`src/rtl/sprite_compositor.sv`:
```
// sprite_compositor: aligns syncs to sprite read latency, resolves sprite/bg priority with
// frame-synchronous swap and blink, and expands RGB332 to 8-bit-per-channel DAC outputs.
module sprite_compositor #(
  parameter int SYNC_DELAY = 2,
  parameter int BLINK_PERIOD = 8
) (
  input  logic       clk,
  input  logic       rst_n,
  input  logic       hsync_in,
  input  logic       vsync_in,
  input  logic       active_in,
  input  logic       p1_visible,
  input  logic [7:0] p1_data,
  input  logic       p2_visible,
  input  logic [7:0] p2_data,
  input  logic [7:0] bg_data,
  input  logic       p2_on_top,
  input  logic       p1_blink,
  input  logic       p2_blink,
  output logic [7:0] vga_r,
  output logic [7:0] vga_g,
  output logic [7:0] vga_b,
  output logic       vga_hsync,
  output logic       vga_vsync,
  output logic       vga_blank_n,
  output logic       frame_start
);
  logic [SYNC_DELAY-1:0] hs_sr, vs_sr, act_sr;
  logic hs_d, vs_d, act_d, vs_prev, boundary, wrap;
  logic top_sh, b1_sh, b2_sh, blink_phase, e1, e2;
  logic [7:0] frame_cnt, pix;
  assign hs_d = hs_sr[SYNC_DELAY-1];
  assign vs_d = vs_sr[SYNC_DELAY-1];
  assign act_d = act_sr[SYNC_DELAY-1];
  assign boundary = vs_prev & ~vs_d;
  assign wrap = frame_cnt == 8'(BLINK_PERIOD - 1);
  assign e1 = p1_visible & ~(b1_sh & blink_phase);
  assign e2 = p2_visible & ~(b2_sh & blink_phase);
  // Top sprite wins, then the other sprite, then background; outside active video force black.
  always_comb
    pix = !act_d ? 8'h00 :
          top_sh ? (e2 ? p2_data : e1 ? p1_data : bg_data) :
                   (e1 ? p1_data : e2 ? p2_data : bg_data);
  always_ff @(posedge clk or negedge rst_n)
    if (!rst_n) begin
      hs_sr <= '1;
      vs_sr <= '1;
      act_sr <= '0;
      vs_prev <= 1'b1;
      top_sh <= 1'b0;
      b1_sh <= 1'b0;
      b2_sh <= 1'b0;
      frame_cnt <= 8'd0;
      blink_phase <= 1'b0;
      vga_r <= 8'h00;
      vga_g <= 8'h00;
      vga_b <= 8'h00;
      vga_hsync <= 1'b1;
      vga_vsync <= 1'b1;
      vga_blank_n <= 1'b0;
      frame_start <= 1'b0;
    end else begin
      hs_sr <= (hs_sr << 1) | SYNC_DELAY'(hsync_in);
      vs_sr <= (vs_sr << 1) | SYNC_DELAY'(vsync_in);
      act_sr <= (act_sr << 1) | SYNC_DELAY'(active_in);
      vs_prev <= vs_d;
      if (boundary) begin
        top_sh <= p2_on_top;
        b1_sh <= p1_blink;
        b2_sh <= p2_blink;
        frame_cnt <= wrap ? 8'd0 : frame_cnt + 8'd1;
        if (wrap) blink_phase <= ~blink_phase;
      end
      vga_r <= {pix[7:5], pix[7:5], pix[7:6]};
      vga_g <= {pix[4:2], pix[4:2], pix[4:3]};
      vga_b <= {4{pix[1:0]}};
      vga_hsync <= hs_d;
      vga_vsync <= vs_d;
      vga_blank_n <= act_d;
      frame_start <= boundary;
    end
endmodule
```
`config.mk`:
```
export PLATFORM = sky130hd
export DESIGN_NAME = sprite_compositor
export DESIGN_NICKNAME = d
export VERILOG_FILES = /design/src/rtl/sprite_compositor.sv
export SDC_FILE = /design/constraint.sdc
export NUM_CORES = 1
export LEC_CHECK = 0
export BUFFER_PORTS_ARGS = -buffer_cell sky130_fd_sc_hd__clkbuf_2
export CAP_MARGIN = 20
export CORE_ASPECT_RATIO = 1.75
export CORE_MARGIN = 5
export CORE_UTILIZATION = 44
export CTS_BUF_LIST = sky130_fd_sc_hd__clkbuf_4 sky130_fd_sc_hd__clkbuf_8
export DETAILED_ROUTE_END_ITERATION = 12
export PLACE_DENSITY = 0.81
export SYNTH_ARGS = -nofsm -noshare
export SYNTH_HDL_FRONTEND = slang
export SYNTH_SLANG_ARGS = --single-unit
```
`constraint.sdc`:
```
create_clock -name clk -period 1.2 [get_ports clk]
set_clock_uncertainty 0.05 [all_clocks]
set_input_delay 0.06 -clock clk [delete_from_list [all_inputs] [get_ports clk]]
set_output_delay 0.06 -clock clk [all_outputs]
set_load 0.05 [all_outputs]
```
======== Word level (Yosys, flattened, before mapping) ========
Index checks and enable logic that the tools add are counted.
storage, ports and cells
  word-level logic and storage cells ...... 37
  output and inout bits ................... 28
  bits of input ports ..................... 34
  bits in registers ....................... 46
cells by class
  muxes and demuxes ....................... 7
  reductions and logical operators ........ 1
  $add $sub $neg .......................... 1
  equal/unequal tests ..................... 1
  bitwise operators ....................... 12
operator list
  operator                                                         count
  8-bit 2-to-1 mux                                                 7
  8-bit by 1-bit adder with 8-bit output, second input constant    1
  8-bit by 3-bit == test with 1-bit output, second input constant  1
  2-bit by 1-bit bitwise OR with 2-bit output                      3
  1-bit AND                                                        5
  1-bit NOT                                                        4
  2-bit AND reduction                                              1

======== Logic depth before layout (Yosys ltp) ========
  depth after elaboration ................. 7
  mapped depth ............................ 5
  mapped depth without buffers ............ 4

======== Worst setup path before layout ========
No wires, ideal clock.
  path type ............................... reg-to-reg
  start ................................... register vs_prev
  end ..................................... register frame_cnt[3]
  stages on the path, launching flop included .. 5
  library setup time ...................... 76 ps
  data arrival time ....................... 1,355 ps
  path buffers ............................ 1
  path slack .............................. -281 ps
  data required time ...................... 1,074 ps
  clock period less this slack ............ 1,481 ps
  path through ............................ dfstp_2 nand2b_1 buf_4 or3_1 o21ai_1
between the ends
  word-level cells in the longest chain between the ends .. 1
RTL lines
  item                      RTL line  RTL
  start: declaration        29        logic hs_d, vs_d, act_d, vs_prev, boundary, wrap;
  start signal: assignment  66        vs_prev <= vs_d;
  1-bit AND                 35        assign boundary = vs_prev & ~vs_d;
  end signal: assignment    71        frame_cnt <= wrap ? 8'd0 : frame_cnt + 8'd1;
  end: declaration          31        logic [7:0] frame_cnt, pix;
No other way between the ends.
A chain may end at the register's enable or synchronous reset.

======== Worst setup path after layout ========
  start ................................... register b2_sh
  end ..................................... register vga_r[6]
between the ends
  word-level cells in the longest chain between the ends .. 7
  elaborated cells between the ends (all ways) .. 8
  classes of those cells .................. 5 x mux; 3 x bitwise
RTL lines
  item                           RTL line  RTL
  start: declaration             30        logic top_sh, b1_sh, b2_sh, blink_phase, e1, e2;
  start signal: assignment       70        b2_sh <= p2_blink;
  1-bit AND (*)                  38        assign e2 = p2_visible & ~(b2_sh & blink_phase);
  1-bit NOT (*)                  38
  1-bit AND (*)                  38
  8-bit 2-to-1 mux (2 in a row)  43        (e1 ? p1_data : e2 ? p2_data : bg_data);
  8-bit 2-to-1 mux (*)           42        top_sh ? (e2 ? p2_data : e1 ? p1_data : bg_data) :
  8-bit 2-to-1 mux (*)           41        pix = !act_d ? 8'h00 :
  named net pix[6]               31
  end signal: assignment         74        vga_r <= {pix[7:5], pix[7:5], pix[7:6]};
  end: declaration               20        output logic [7:0] vga_r,
Mark *: on every way through the listed nets, which the timed path passes. The rest lies on a longest branch.

==> results.cfg <==
[yosys]
synth_xor_area_share_pct = 3.74
syn_nets = 152
synth-compound-area-share_pct = 17.5
synthesis.area_sq_um = 1410
synth_top_family_by_area = compound AO/OA/AOI/OAI gates
synth-seq-cells = 30
synth_area_per_cell_sq_um = 12.0
synth-main-ff-cell = dfrtp_1
synthAdderAreaFrac_pct = 0.890
ys_seq_area_share_pct = 54.0
synthMuxAreaShare_pct = 0.801
yosys_warnings = 0
synthArstFlopShare_pct = 100
synth_cells = 117
synth-edff-count = 0
yosys.area_share.simple_pct = 11.9
synthDistinctLibCells = 35

[final_layout]
antenna_cells = 0
layout.cells.non_filler = 243
drive_gt1_share_pct = 60.0
seqCellArea_sq_um = 761
final.fill_count = 231
syn2layout_area_growth_pct = 51.4
finalInstanceArea_sq_um = 2130
fin_util_pct = 68.4
nNetsFinal = 234
multiInputGateArea_sq_um = 574

[grt]
grt_pass1_wl_microns = 5780
grt_antenna_before_repair = 0
grt_max_degree = 31
grt_overflow = 0
grt_usage_pct = 17.6
grt_pass1_vias = 1288

[timing]
finalHoldViolations = 0
drv_slew = 0
setup_viol = 12
timing.hold.ws_ns = 0.000796
period_share_pct = 116
worst_slew_pin_slew_ns = 0.377
slew_headroom_pct = 74.9
fmax_mhz = 718
finalSetupTns_ns = -1.59
layout_setup_ws_ns = -0.192
fin_crit_ns = 1.39
rsz0062_at_grt = true

[clock_tree]
cts_root_buf = clkbuf_8
htree_levels = 2
cts_tree = yes
cts.sinks = 30
cts_buffers = 5
clockBufferDepth = 2
clkTransAtPathRegs_ns = 0.07
clock_latency_ns = 0.29

[floorplan]
start_util_pct = 45.2
die_width_microns = 52.7
die_h_microns = 84.8
core_sq_um = 3110
die-area_sq_um = 4470
io_pins = 62
rows = 27

[drt]
ant_nets = 0
wl_microns = 3840
drtIter0Drc = 16
wire_per_inst_microns = 15.8
vias = 1236
vias_per_cell = 5.09
dr.pass1.iters = 4
drc = 0

[placed_design]
dpl_worst_slack_ns = -0.158
port_buffers = 61
hpwl_microns = 2640
gp_congestion = 0.788
dp_cells = 216
placed_area_sq_um = 1730

[pwr]
pwr_density_cell_nw_per_um2 = 1800
netSwitchingPower_mw = 1.45
p_seq_share_pct = 35.7
pwr-share-comb_pct = 38.3
report.power.total_mw = 3.83
switching_share_pct = 38.0
peakVddDrop_mv = 1.22
p_leak_nw = 1.04
power.internal_mw = 2.37
pwr-share-clk_pct = 26.0

[job]
cap_violations = 0

[critical_path]
cp.required_ns = 1.33
reg2reg_from = b2_sh$_DFFE_PN0P_
endpoint_kind = flop
worst_setup_path_start_kind = flop
rrSetupSlack_ns = -0.19
startpoint = b2_sh$_DFFE_PN0P_
arrival_ns = 1.52
worst-setup-path-type = reg2reg
crit_fanout = 4
rr_worst_depth = 3

[min_path]
min_from = p1_data[5]
min_delay_path_depth = 2
hold_class = in2reg

[outcome]
violations = negative setup slack
run_status = complete, but fails checks
==> worst paths after layout <==
kind | endpoint
max | vga_r[6]$_DFF_PN0_
min | vga_r[5]$_DFF_PN0_
max reg2reg | vga_r[6]$_DFF_PN0_
min reg2reg | hs_sr[1]$_DFF_PN1_
max in group asynchronous | hs_sr[0]$_DFF_PN1_
min in group asynchronous | frame_cnt[7]$_DFFE_PN0P_
==> worst max-delay path: stages, from the launching register on <==
cell      delay, ns
dfrtp_2        0.45
a21boi_4       0.26
mux2_4         0.32
o221a_1        0.20
==> Yosys cell counts (2+ instances only) <==
library cell   n  area, sq um
o221a_2        5         56.3
nand4_1        4         25.0
buf_4         17          128
nand2_1       14         52.6
nor2b_1        2         12.5
dfrtp_1       24          601
or3_1          2         12.5
dfstp_2        6          158
xnor2_1        5         43.8
inv_1          2         7.51
nand2b_1       2         12.5
o41a_1         7         78.8
clkbuf_1       2         7.51
o21ai_0        2         10.0
o221a_1        3         33.8
==> placed cells by master, fill, tap and decap left out, types with 2 or more instances in the layout <==
cell type	Yosys	final
nand2_2	0	2
o221a_1	3	3
inv_1	2	2
clkbuf_2	0	59
dfstp_2	6	6
o221a_2	5	5
buf_6	1	3
dlygate4sd3_1	0	13
dfrtp_2	0	2
dfrtp_1	24	22
clkinvlp_4	0	2
nand2_1	14	12
nor2b_2	0	2
clkbuf_8	0	5
nand4_1	4	4
clkinv_2	0	2
buf_4	17	17
xnor2_1	5	5
o41a_1	7	7
o21ai_1	1	2
==> registers in the layout (all words and copies together) (netlist names), 2 cells and up <==
| name | flops |
|---|---|
| vs_sr | 2 |
| vga_b | 2 |
| vga_g | 3 |
| vga_r | 3 |
| act_sr | 2 |
| hs_sr | 2 |
| frame_cnt | 8 |
==> cell families (layout without fill, tap and decap cells) <==
family | count (synthesis) | after routing
AO/OA/AOI/OAI | 25 | 25
adder cells (fa/ha/maj) | 1 | 1
AND/OR/NAND/NOR | 31 | 31
buffers and inverters | 23 | 106
multiplexers | 1 | 1
XOR/XNOR | 6 | 6
flip-flops | 30 | 30
==> power groups by stage <==
stage               sequential [mW]  clock (mW)  combinational (mW)
finish                         1.37       0.997                1.46
global route                   1.39        1.07                1.55
CTS                            1.32        1.02                1.34
detailed placement             1.33           0                1.24
global placement               1.32           0                1.21
floorplan                      1.50           0               0.745
==> area by class of cell <==
type | count | share of cell area (%)
repair inverters | 1 | 0.353
multi-input cells | 64 | 27.0
clock buffers | 5 | 3.24
flip-flops and latches | 30 | 35.8
repair buffers | 94 | 28.5
clock inverters | 3 | 1.88
inverters | 3 | 0.706
well taps | 43 | 2.53
==> what timing repair did <==
item / 4_1_cts / 5_1_grt
pin swaps: 3 / 11
cloned: 0 / 1
endpoints found under the hold margin: 34 / 1
setup buffers: 2 / 3
hold buffers: 12 / 1
resized for setup: 8 / 19
endpoints found under the setup margin: 22 / 23
==> routing by layer <==
metal | wire length, microns | global-route usage [%]
met1 | 1240 | 16.7
met3 | 338 | 6.39
met4 | 213 | 11.6
met2 | 2040 | 30.2
met5 | 0 | 0
No activity file was read; power rests on OpenSTA's default activity.
